==> src/rtl/alu_issue_wb.sv <==
// Issue/writeback stage around a two-edge registered 32-bit ALU.
// One instruction in flight: IDLE accepts, EX1/EX2 hold the ALU operands
// while the ALU samples them twice, WB commits result and status.
//
// Handshake: an instruction transfers on a rising edge where in_valid and
// in_ready are both high; in_ready is high only in IDLE, and in_* are
// sampled only at the transfer edge. out_valid and err are one-cycle pulses.
module alu_issue_wb #(
    parameter int REG_COUNT = 8,
    parameter int ADDR_W    = 3
) (
    input  logic              clk,
    input  logic              rst_n,
    input  logic              in_valid,
    output logic              in_ready,
    input  logic [3:0]        in_op,
    input  logic [ADDR_W-1:0] in_rd,
    input  logic [ADDR_W-1:0] in_rs1,
    input  logic [ADDR_W-1:0] in_rs2,
    input  logic              in_imm_en,
    input  logic [31:0]       in_imm,
    output logic [31:0]       alu_a,
    output logic [31:0]       alu_b,
    output logic [3:0]        alu_op,
    input  logic [31:0]       alu_result,
    input  logic [4:0]        alu_status,
    output logic              out_valid,
    output logic [ADDR_W-1:0] out_rd,
    output logic [31:0]       out_data,
    output logic [4:0]        flags,
    output logic              err,
    input  logic [ADDR_W-1:0] dbg_addr,
    output logic [31:0]       dbg_data,
    output logic [1:0]        dbg_state
);

    typedef enum logic [1:0] {
        IDLE = 2'd0,
        EX1  = 2'd1,
        EX2  = 2'd2,
        WB   = 2'd3
    } state_t;

    state_t              state_q;
    logic [31:0]         regs_q [REG_COUNT];
    logic [31:0]         alu_a_q;
    logic [31:0]         alu_b_q;
    logic [3:0]          alu_op_q;
    logic [ADDR_W-1:0]   rd_q;
    logic                out_valid_q;
    logic [ADDR_W-1:0]   out_rd_q;
    logic [31:0]         out_data_q;
    logic [4:0]          flags_q;
    logic                err_q;

    logic [31:0]         rs1_val;
    logic [31:0]         rs2_val;
    logic                op_legal;

    // Opcodes the ALU implements; anything else is rejected with err.
    always_comb begin
        case (in_op)
            4'b0000, 4'b1000, 4'b0111, 4'b0110,
            4'b0100, 4'b0101, 4'b0011: op_legal = 1'b1;
            default:                   op_legal = 1'b0;
        endcase
    end

    // Register-file read ports; r0 is hardwired to zero.
    always_comb begin
        rs1_val  = (in_rs1 == '0)   ? 32'd0 : regs_q[in_rs1];
        rs2_val  = (in_rs2 == '0)   ? 32'd0 : regs_q[in_rs2];
        dbg_data = (dbg_addr == '0) ? 32'd0 : regs_q[dbg_addr];
    end

    // Issue/writeback FSM with register file and registered outputs.
    always_ff @(posedge clk) begin
        if (!rst_n) begin
            state_q     <= IDLE;
            for (int i = 0; i < REG_COUNT; i++) regs_q[i] <= 32'd0;
            alu_a_q     <= 32'd0;
            alu_b_q     <= 32'd0;
            alu_op_q    <= 4'b0000;
            rd_q        <= '0;
            out_valid_q <= 1'b0;
            out_rd_q    <= '0;
            out_data_q  <= 32'd0;
            flags_q     <= 5'd0;
            err_q       <= 1'b0;
        end else begin
            out_valid_q <= 1'b0;
            err_q       <= 1'b0;
            case (state_q)
                IDLE: begin
                    if (in_valid) begin
                        if (op_legal) begin
                            alu_a_q  <= rs1_val;
                            alu_b_q  <= in_imm_en ? in_imm : rs2_val;
                            alu_op_q <= in_op;
                            rd_q     <= in_rd;
                            state_q  <= EX1;
                        end else begin
                            err_q <= 1'b1;
                        end
                    end
                end
                EX1: state_q <= EX2;
                EX2: state_q <= WB;
                WB: begin
                    if (rd_q != '0) regs_q[rd_q] <= alu_result;
                    flags_q     <= alu_status;
                    out_valid_q <= 1'b1;
                    out_rd_q    <= rd_q;
                    out_data_q  <= alu_result;
                    state_q     <= IDLE;
                end
                default: state_q <= IDLE;
            endcase
        end
    end

    assign in_ready  = (state_q == IDLE);
    assign alu_a     = alu_a_q;
    assign alu_b     = alu_b_q;
    assign alu_op    = alu_op_q;
    assign out_valid = out_valid_q;
    assign out_rd    = out_rd_q;
    assign out_data  = out_data_q;
    assign flags     = flags_q;
    assign err       = err_q;
    assign dbg_state = state_q;

endmodule

==> config.mk <==
export PLATFORM = sky130hd
export DESIGN_NAME = alu_issue_wb
export DESIGN_NICKNAME = d
export VERILOG_FILES = /design/src/rtl/alu_issue_wb.sv
export SDC_FILE = /design/constraint.sdc
export NUM_CORES = 1
export LEC_CHECK = 0
export ABC_AREA = 1
export CELL_PAD_IN_SITES_DETAIL_PLACEMENT = 1
export CELL_PAD_IN_SITES_GLOBAL_PLACEMENT = 2
export CORE_MARGIN = 2
export CORE_UTILIZATION = 30
export CTS_BUF_LIST = sky130_fd_sc_hd__clkbuf_4 sky130_fd_sc_hd__clkbuf_8 sky130_fd_sc_hd__clkbuf_16
export DETAILED_ROUTE_END_ITERATION = 6
export PLACE_DENSITY = 0.75
export SLEW_MARGIN = 10
export SYNTH_ARGS = -nofsm -noshare
export SYNTH_HDL_FRONTEND = slang
export SYNTH_SLANG_ARGS = --single-unit
==> constraint.sdc <==
create_clock -name clk -period 2.1 [get_ports clk]
set_input_delay 0.42 -clock clk [delete_from_list [all_inputs] [get_ports clk]]
set_output_delay 0.42 -clock clk [all_outputs]
set_load 0.1 [all_outputs]
# Yosys cells after proc, flatten, opt, wreduce, memory -nomap -nowiden
# Memories as Yosys holds them, arrays and structs flattened.
# Cells that the tools add are included.
# classes
n_eq_ne	11
n_mux	18
reduce_logical	11
# ops
cell	count
$mux 32	5
$reduce_or 32->1	1
$eq 4x3->1 const B	4
$logic_not 3->1	3
$mux 1	9
$pmux 2 s4	1
$reduce_or 7->1	1
$reduce_and 3->1	2
$eq 2x2->1 const B	2
$eq 4x2->1 const B	1
$eq 4x4->1 const B	1
$logic_not 4->1	1
$mux 2	2
$mux 3	1
$reduce_bool 3->1	1
$eq 2x1->1 const B	1
$logic_not 2->1	1
$ne 2x1->1 const B	1
$ne 2x2->1 const B	1
$reduce_and 2->1	1
# word_totals
reg_bits	115
mem_bits_rw	256
in_bits	89
out_inout_bits	145
elab_cells	51
memories	1
# mem_list
name	words	width	rd	rd_ports_with_merged_regs	wr	line	text
regs_q	8	32	3	0	8	45	logic [31:0] regs_q [REG_COUNT];

# Logic depth before layout (Yosys ltp)
# Gate-level depths: netlist (run 1).
# logic_depth
depth_word	7
depth_mapped	11
mapped_depth_nobuf	10

# Worst setup path after synthesis (run 1)
# Ideal clock, no wire load.
# synth_path
path_type	register -> register
start	reg state_q[1], in the netlist dbg_state[1]
end	mem regs_q[1][0] (enable)
setup_time_ns	0.389
arrival_time_ns	2.675
required_ns	1.711
slack_ns	-0.964
path_stages_with_launch	7
path_buffers	1
synth_period_minus_slack_ns	3.064
cell_sequence	dfxtp_1 ha_1 nand2_2 nor2_1 nand3_1 buf_2 nand2_1
# synth_rtl
item	line	text
start, declared	44	state_t state_q;
start signal, assigned	79	state_q <= IDLE;
start signal, assigned	101	state_q <= EX1;
start signal, assigned	107	EX1: state_q <= EX2;
end, declared	45	

==> run metrics, run 1 <==
outcome finished, violations left; failing checks setup timing; pwr dens about 910 nW/µm²; share of layout cells above drive strength 1 23.1%; CTS Buffer Depth 3; GP Congestion 0.884; Slew Viols, Final 0; DP HPWL around 63 mm; layout net count 3051; part of the cycle the worst path needs 108%; Worst Max-Slew Pin Slew ~560 ps; DIE WIDTH 261 µm; simple-gate share of the synthesized area 21.6%; port buffer count 233; Clock Skew 17.4 ps; DR vias/cell 5.16; largest net degree at the start of global routing between 60 and 70; Setup crit end kind output port; post-layout worst setup margin -164 ps; CTS Buf Count 47; initial antenna violation count 1; Die H 261 µm; Max Cap Violations 0; relative slew slack 62.8%; placed insts 3694; Finished Core Util 42.0%; htree depth 2; mux share of post-synthesis cell area 0%; drc violations 0; Final ANT Viol Nets 0; Max IR drop VDD 0.578 mV; register area 10000 µm²; asr flop ratio synth 0%; Synth Area in XOR/XNOR 0%; FF-to-FF Start regs_q[2][10]; CP peak stage delay 420 ps; yosys warns 0; total chip power around 0.025 W; setup violators final 29; worst reg2reg path depth 14; first-pass GRT wire length 132 mm; sequential area share after synthesis about half; CTS tree built; Die ar. 67900 µm²; Skew-Pair Late Insertion Delay about 590 ps; Tmin final approximately 2300 ps; # fillers roughly 7700; main combinational cell family by area after synthesis simple AND/OR/NAND/NOR gates; Area Overhead vs Synth 39.1%; FF+latch count, synth 371; average wire per standard cell 23.3 µm; fin cells 3860; class of the worst hold path in2reg; Cell Rows between 90 and 100; WHS Path Cells 4; Clock Sinks 371; vias in the first global route 20400; WS Path Type reg2out; area of the mapped netlist 19800 µm²; crit path from regs_q[1][30]; Initial Util 30.2%; hold_ws 374 ps; synth unique cells 30; Initial DRT Pass Iterations 5; initial DRC count 1493; area of the multi-input gates 8470 µm²; n_diodes 0; hold buffer count at cts 0; Mapped Cells 2564; leakage 11.7 nW; signal arrival time at the worst endpoint roughly 1800 ps; vias 19900; startpoint class of the critical path flip-flop; most numerous cell in the Yosys netlist nand2_1; final hold viol count 0; compound-gate portion of the synthesized area 17.6%; Reg clk slew, reported paths ~60 ps; RSZ-0062 raised after global routing true; top cell family by delay on the critical path flip-flops; f_max 442 MHz; GRT Overall Usage 26.2%; Buf/Inv on CP 3; reg2reg end alu_b[10]; fin area 27500 µm²; slowest stage cell, crit path edfxtp_1; gr ovfl total 0; synth top area cells edfxtp_1 39%, dfxtp_1 12%, nand2_1 9.4%; crit path max fanout 2; worst-path cell chain inv_2 > a21oi_2 > o21ai_2 > buf_6 > nand2_2 > o211a_4 > buf_12; Placed Area 24900 µm²; Hold Crit Start rst_n; CORE AREA 65500 µm²; # IOs 234; clk root buf clkbuf_16; Synth Flop Type edfxtp_1; worst endpoint required time 1680 ps; Syn Area/Cell about 7.7 µm²; post-synthesis adder-cell area fraction 0.253%; Post-Route WL 90.0 mm; reg2reg setup slack 90 ps; Synth top area share 38.9%; Post-synth EDFFs 256; Commonest cells post-synth 496 x nand2_1, 425 x nor2_1, 301 x o21ai_0, 280 x inv_1, 256 x edfxtp_1; post-synth top area cell edfxtp_1; Endpoint, Worst Hold rd_q[1]
[registers in the layout, summed over array words and instances (netlist names), 3 cells and up]
signal and cells:
out_data 32, flags 5, alu_a 32, regs_q 256, alu_op 4, out_rd 3, alu_b 32, rd_q 3
[cell families (layout without fill, tap and decap cells)]
group,count (synthesis),count (layout)
flops,371,371
simple gates,1072,1072
other cells,1,32
compound gates,645,645
fa+ha+maj,4,4
buf+inv,471,872
[power breakdown]
group	internal, W	switching [W]	total, W
Combinational	0.00210	0.00547	0.00758
Clock	0.00523	0.00343	0.00866
Sequential	0.00836	0.000336	0.00869
Total	0.0157	0.00924	0.0249
[cells in the final DEF, fill, tap and decap left out, drive strengths merged, types with 23 or more instances in the layout]
| cell type | instances |
|---|---|
| nand2 | 500 |
| nor2 | 427 |
| buf | 412 |
| o21ai | 315 |
| inv | 289 |
| edfxtp | 256 |
| a21oi | 249 |
| nand3 | 129 |
| dfxtp | 115 |
| clkdlybuf4s50 | 82 |
| clkbuf | 60 |
| o22ai | 36 |
| conb | 32 |
| o211ai | 23 |
[worst register-to-register path, stage by stage (launching register included)]
cell      delay, ps
edfxtp_1        370
inv_2            60
buf_4           130
buf_4           120
buf_4           120
buf_4           120
buf_4           120
buf_4           120
buf_4           120
buf_4           120
o211ai_1        170
nand3_1         110
nor2_1          120
nor2_1           60
nor2_1          110
[worst max path at each step]
stage | end | cells past startpoint
after floorplan | dbg_data[19] | 5
after global placement | alu_b[10] | 10
after detailed placement | alu_b[10] | 10
after CTS | dbg_data[30] | 7
after global routing | dbg_data[19] | 6
final | dbg_data[30] | 7
[repair_timing]
action | in CTS | in global routing
gates cloned | 0 | 1
setup buffers | 53 | 27
resized for setup | 120 | 108
pin swaps | 37 | 45
setup endpoints to repair | 37 | 33
[per-stage QoR]
| stage | worst slack, ps | TNS [ps] |
|---|---|---|
| finish | -164 | -2230 |
| global route | -253 | -4440 |
| CTS | -248 | -2830 |
| floorplan | -106 | -2040 |
| detailed placement | -262 | -8320 |
| global placement | -225 | -7260 |
[area by class of cell]
type | count | area share, %
multi-input combinational | 1753 | 30.8
clock inverter | 28 | 1.09
clock buffer | 59 | 4.84
inverter | 290 | 3.98
sequential | 371 | 36.4
tap | 864 | 3.93
timing repair buffer | 495 | 19.0
[per-layer routing]
metal / share of wire (%) / GRT usage (%) / up-vias
met1: 44 / 35.6 / 9929
met2: 47 / 43.7 / 660
met5: 0 / 0 / -
met4: 2.7 / 7.43 / 0
met3: 5.8 / 3.27 / 132
li1: - / - / 9214
(Power assumes the default switching activity.)
==> run 2, diff against run 1 <==
Settings changed: HOLD_SLACK_MARGIN set to 0.12, PLACE_DENSITY 0.75 to unset, PLACE_DENSITY_LB_ADDON set to 0.3.
==> run 2 against run 1 <==
  * The flow still finishes with violations (setup timing)
  * Clock-buffer cell count is 5 higher
  * Via count is 0.36% lower
  * Register-to-register slack better by 20 ps
  * Sequential cell count stayed put
  * Wire length is 0.34% higher
  * Sequential power hardly changed
  * First-iteration DRC count is 4.4% higher
  * Design area is 0.54% lower
  * Critical path depth is 1 lower
  * Critical path type unchanged
==> run metrics, run 2 (synthesis gave the netlist of run 1 again) <==
outcome finished, violations left; failing checks setup timing; startpoint class of the critical path flip-flop; signal arrival time at the worst endpoint 1790 ps (-50 ps); drc violations 0 (unchanged); pwr dens 921 nW/µm² (+1.5%); leakage 11.7 nW (-0.69%); top cell family by delay on the critical path flip-flops; Top reg by flops regs_q; clk root buf clkbuf_16; layout net count 3041 (-0.33%); Initial DRT Pass Iterations 5 (unchanged); slowest stage cell, crit path edfxtp_1; FF-to-FF Start dbg_state[1]; Reg clk slew, reported paths 60 ps (about the same); final hold viol count 0 (unchanged); Skew-Pair Late Insertion Delay 610 ps (+20 ps); Initial Util 30.2% (unchanged); vias 19900 (-0.36%); Max Cap Violations 0 (unchanged); Tmin final 2210 ps (-56.8 ps); DIE WIDTH 261 µm (unchanged); Setup TNS Final -1700 ps (+533 ps); CTS Buffer Depth 3 (unchanged); gr ovfl total 0 (unchanged); Max IR drop VDD 0.682 mV (+18%); Die H 261 µm (unchanged); Gate power share 30.1% (-0.3 points); Int Power 0.0159 W (+1.5%); Slew Viols, Final 0 (unchanged); vias in the first global route 20100 (-1.3%); Net Sw Frac 36.7% (-0.33 points); Placed Area 24800 µm² (-0.38%); Clock Skew 22.7 ps (+5.27 ps); GRT Overall Usage 26.1% (-0.094 points); part of the cycle the worst path needs 105% (-2.7 points); RSZ-0062 raised after global routing true; DP HPWL 63.5 mm (+0.67%); CORE AREA 65500 µm² (unchanged); WS Path Type reg2out; Worst Max-Slew Pin Slew 974 ps (+416 ps); Clock Sinks 371 (unchanged); dpl ws -184 ps (+78.1 ps); initial DRC count 1559 (+4.4%); Die ar. 67900 µm² (unchanged); post-layout worst setup margin -107 ps (+56.8 ps); first-pass GRT wire length 131 mm (-1.1%); GP Congestion 0.900 (+1.8%); Post-Route WL 90.3 mm (+0.34%); relative slew slack 35.1% (-28 points); crit path max fanout 2 (unchanged); CTS Buf Count 47 (unchanged); CTS tree built; commonest non-fill, non-tap cell in the layout nand2_1; worst endpoint required time 1680 ps (about the same); Largest register FFs 256 (unchanged); worst-path cell chain inv_2 > a21oi_2 > o21ai_1 > nand2_1 > o211a_1 > buf_12; Setup crit end kind output port; Area Overhead vs Synth 38.3%; Buf/Inv on CP 2 (-1); commonest non-fill, non-tap cells in the layout 478 x nand2_1, 404 x nor2_1, 299 x buf_4; class of the worst hold path in2reg; clock power share 35.2% (+0.5 points); Hold Crit Start alu_status[3]; Psw 0.00925 W (about the same); average wire per standard cell 23.4 µm (+0.55%); setup violators final 30 (+3.4%); # IOs 234 (unchanged); DR vias/cell 5.16 (-0.15%); htree depth 2 (unchanged); CP peak stage delay 440 ps (+20 ps); share of layout cells above drive strength 1 23.0% (-0.16 points); crit path from regs_q[2][22]; f_max 453 MHz (+2.6%); initial antenna violation count 1 (unchanged); largest net degree at the start of global routing 77 (+26%); Final ANT Viol Nets 0 (unchanged); fin area 27300 µm² (-0.54%); port buffer count 233 (unchanged); Cell Rows 94 (unchanged); Seq pwr share 34.6% (-0.3 points)
==> run 2: worst reg2reg max path: cells and delay by family, from the launching register on <==
kind	cells	cell delay, ps
adder cells (fa/ha/maj)	1	220
buffers and inverters	2	350
flip-flops	1	360
AND/OR/NAND/NOR	4	770
==> run 2: layout make-up <==
| cell class | instances | area, µm² |
|---|---|---|
| clock inverter | 23 | 303 |
| fill | 7706 | 38200 |
| antenna | 2 | 5.00 |
| multi-input combinational | 1753 | 8400 |
| tap | 864 | 1080 |
| inverter | 290 | 1090 |
| sequential | 371 | 10000 |
| clock buffer | 64 | 1370 |
| timing repair buffer | 485 | 5080 |
==> run 2: worst paths after layout <==
kind	end	slack (ps)	cells past startpoint
worst max-delay path	dbg_data[22]	-110	6
worst min register to register	alu_op[3]	470	2
worst max register to register	regs_q[1][14]	110	7
worst min-delay path	flags[3]	380	3
==> run 2: per-stage QoR <==
stage                     total power [W]  hold slack, ps  utilization, %  cells
after floorplan                    0.0135             497               -   2595
after global placement             0.0162             448            37.8   3686
after detailed placement           0.0162             457            37.8   3686
after CTS                          0.0253             359            41.1   3818
after global routing               0.0261             397            41.7   3850
final                              0.0252             381            41.7   3852
==> run 2: power groups by stage <==
stage / logic [W] / clock network, W / registers [W]
after floorplan: 0.00263 / 0 / 0.0109
after global placement: 0.00733 / 0 / 0.00883
after detailed placement: 0.00739 / 0 / 0.00885
after CTS: 0.00752 / 0.00903 / 0.00870
after global routing: 0.00798 / 0.00931 / 0.00877
final: 0.00759 / 0.00887 / 0.00871
==> run 2: per-layer routing <==
metal  global-route usage (%)  vias to the layer above  routed length (µm)
li1                         -                     9185                   -
met1                     35.1                     9831               40000
met5                        0                        -                  11
met4                     9.32                        2                2880
met2                     42.2                      701               41400
met3                     4.45                      145                5990
==> run 2: timing repair <==
| item | in CTS | in global routing |
|---|---|---|
| hold buffers | 1 | 0 |
| pin swaps | 31 | 44 |
| buffers inserted | 45 | 32 |
| setup endpoints to repair | 32 | 32 |
| gates resized for setup | 124 | 114 |
| endpoints found under the hold margin | 1 | 0 |
==> variant: new RTL, flow settings as in run 1 <==
Put a register stage on the output `dbg_data`, cleared by the reset. The value now appears one clock later. The other outputs are not delayed to match.
--- a/src/rtl/alu_issue_wb.sv
+++ b/src/rtl/alu_issue_wb.sv
@@ -42,4 +42,6 @@
     } state_t;
 
+    logic [31:0] dbg_data_d;
+
     state_t              state_q;
     logic [31:0]         regs_q [REG_COUNT];
@@ -71,5 +73,5 @@
         rs1_val  = (in_rs1 == '0)   ? 32'd0 : regs_q[in_rs1];
         rs2_val  = (in_rs2 == '0)   ? 32'd0 : regs_q[in_rs2];
-        dbg_data = (dbg_addr == '0) ? 32'd0 : regs_q[dbg_addr];
+        dbg_data_d = (dbg_addr == '0) ? 32'd0 : regs_q[dbg_addr];
     end
 
@@ -131,4 +133,12 @@
     assign dbg_state = state_q;
 
+    always_ff @(posedge clk) begin
+        if (!rst_n) begin
+            dbg_data <= '0;
+        end else begin
+            dbg_data <= dbg_data_d;
+        end
+    end
+
 endmodule
 
Function: no difference found for any inputs over 4 cycles, from zero or initial values and one cycle with rst_n low; that may be too few to reach the edited logic, so the function may still have changed.
==> variant against run 1 <==
Clock power is 3.7% higher. Wire length down 0.73%. Total power increased by 1.8%. Final area decreased by 5.2%. Sequential cell count rose by 32. Area after synthesis is 5.4% higher. Worst setup slack improved by 0.32 ns. Final cell count fell by 0.93%. Largest power group unchanged.
==> variant: results (changes against run 1) <==
The share of final-layout standard cells stronger than drive strength 1 came out at 13.7% (was 23.1%). The post-cts repair resize count is 0 (was 120). Ranking of synthesized cells by area: edfxtp_1, dfxtp_1, nand2_1 (unchanged). The clock latency reported for the late side of the worst-skew pair came out at 0.61 ns (was 0.59 ns).

The number of vias per cell after detailed routing came out at 5.12 (was 5.16). The leakage power total is 11.2 nW (was 11.7 nW). The die footprint came out at 71500 µm² (was 67900 µm²). The maximum net fanout on the critical path is 15 (was 2). The cell at the slowest stage of the critical path was dfxtp_4 (was edfxtp_1). The final weighted congestion in routability-driven placement came to 0.838 (was 0.884). The worst ir drop on vdd is 0.594 mV (was 0.578 mV). The number of enable flip-flop cells after synthesis is 256 (unchanged). The register ranked first by flip-flop count was regs_q (unchanged). The fraction of the yosys area taken by sequential cells is 51.1% (was 50.6%). The clock input transition at the sequential cells of the worst setup and hold paths came out at 0.06 ns (about the same). The count of unique library cells instantiated by Yosys is 33 (was 30). The worst relative slew slack came to 24.4% (was 62.8%). The number of antenna violations at the first check in global routing is 2 (was 1). The sum of routed wire length over all layers came to 89300 µm (was 90000 µm). Most used standard cells in the synthesized netlist: nand2_1, inv_1, nor2_1 (was nand2_1, nor2_1, o21ai_0). The average wire per cell in the routed design came out at 23.4 µm (was 23.3 µm). The number of buffers created by CTS is 50 (was 47). The family of cells with the greatest summed delay on the critical path is buffers and inverters (was flip-flops).

The count of input and output buffers is 233 (unchanged). The count of nets after finishing is 2945 (was 3051). The detailed-placement wirelength estimate was 56900 µm (was 63100 µm).

Run status: finished clean (was finished with violations). The starting DRC count in detailed routing was 1373 (was 1493). The average instance area after synthesis is 7.92 µm² (was 7.71 µm²). The global-route total usage across every layer is 24.8% (was 26.2%). The placed instance count is 3731 (was 3694). The number of global-route vias before repair is 20.4k (about the same).

The number of iterations in the first detailed-routing pass came out at 5 (unchanged). The delay of the slowest critical-path stage is 0.35 ns (was 0.42 ns). The first-pass GRT wire length is 131000 µm (was 132000 µm). The number of buffers inserted by post-CTS setup repair is 0 (was 53). The worst-case clock skew is 0.0318 ns (was 0.0174 ns). The maximum number of pins on one net before global-route repair came out at 71 (was 61).
-- variant: tightest hold or removal path: stages --
cell	delay, ns
buf_2	0.13
buf_4	0.19
nand2_1	0.08
nor2_1	0.03
-- variant: area by class of cell --
type	count	area [µm²]
clock buffer	71	1450
clock inverter	22	243
fill	8277	42700
inverter	356	1340
multi-input combinational	1710	7920
sequential	403	10600
tap	931	1160
timing repair buffer	331	3300
-- variant: report_power, final --
part / switching [mW] / internal (mW) / leakage, nW
clock network: 3.57 / 5.41 / 0.857
logic: 5.29 / 1.65 / 6.51
registers: 0.439 / 9.03 / 3.83
-- variant: path summary, 6_finish.rpt --
path	from	end	slack, ns	cells past startpoint
worst max-delay path	dbg_state[0]	regs_q[5][5]	0.15	6
worst min-delay path	rst_n	dbg_state[0]	0.29	4
worst max register to register	dbg_state[0]	regs_q[5][5]	0.15	6
worst min register to register	flags[0]	flags[0]	0.46	2
-- variant: per-layer routing --
layer | up-vias | wire, µm | global-route usage, %
met1 | 9780 | 39000 | 32.0
met3 | 170 | 4250 | 3.03
met2 | 568 | 42600 | 42.2
met4 | 0 | 3440 | 9.56
met5 | - | 0 | 0
li1 | 9044 | - | -
-- variant: per-stage QoR --
step           setup slack [ns]  area, µm²  util [%]  hold slack, ns
3_3_place_gp            0.00997      24400      35.5           0.446
3_5_place_dp            -0.0216      24400      35.5           0.454
6_report                  0.152      26100      37.9           0.291
5_1_grt                  0.0567      26100      37.9           0.302
2_1_floorplan            0.0293      21000         -           0.482
4_1_cts                   0.139      26100      37.9           0.275
-- variant: logic make-up (layout without fill, tap and decap cells) --
group / after synthesis / in the layout / synth area share (%)
buffers and inverters: 546 / 780 / 11.8
AND/OR/NAND/NOR: 1077 / 1077 / 21.6
other: 1 / 32 / 0.0180
adder cells (fa/ha/maj): 4 / 4 / 0.240
flip-flops: 403 / 403 / 51.1
AO/OA/AOI/OAI: 597 / 597 / 15.3
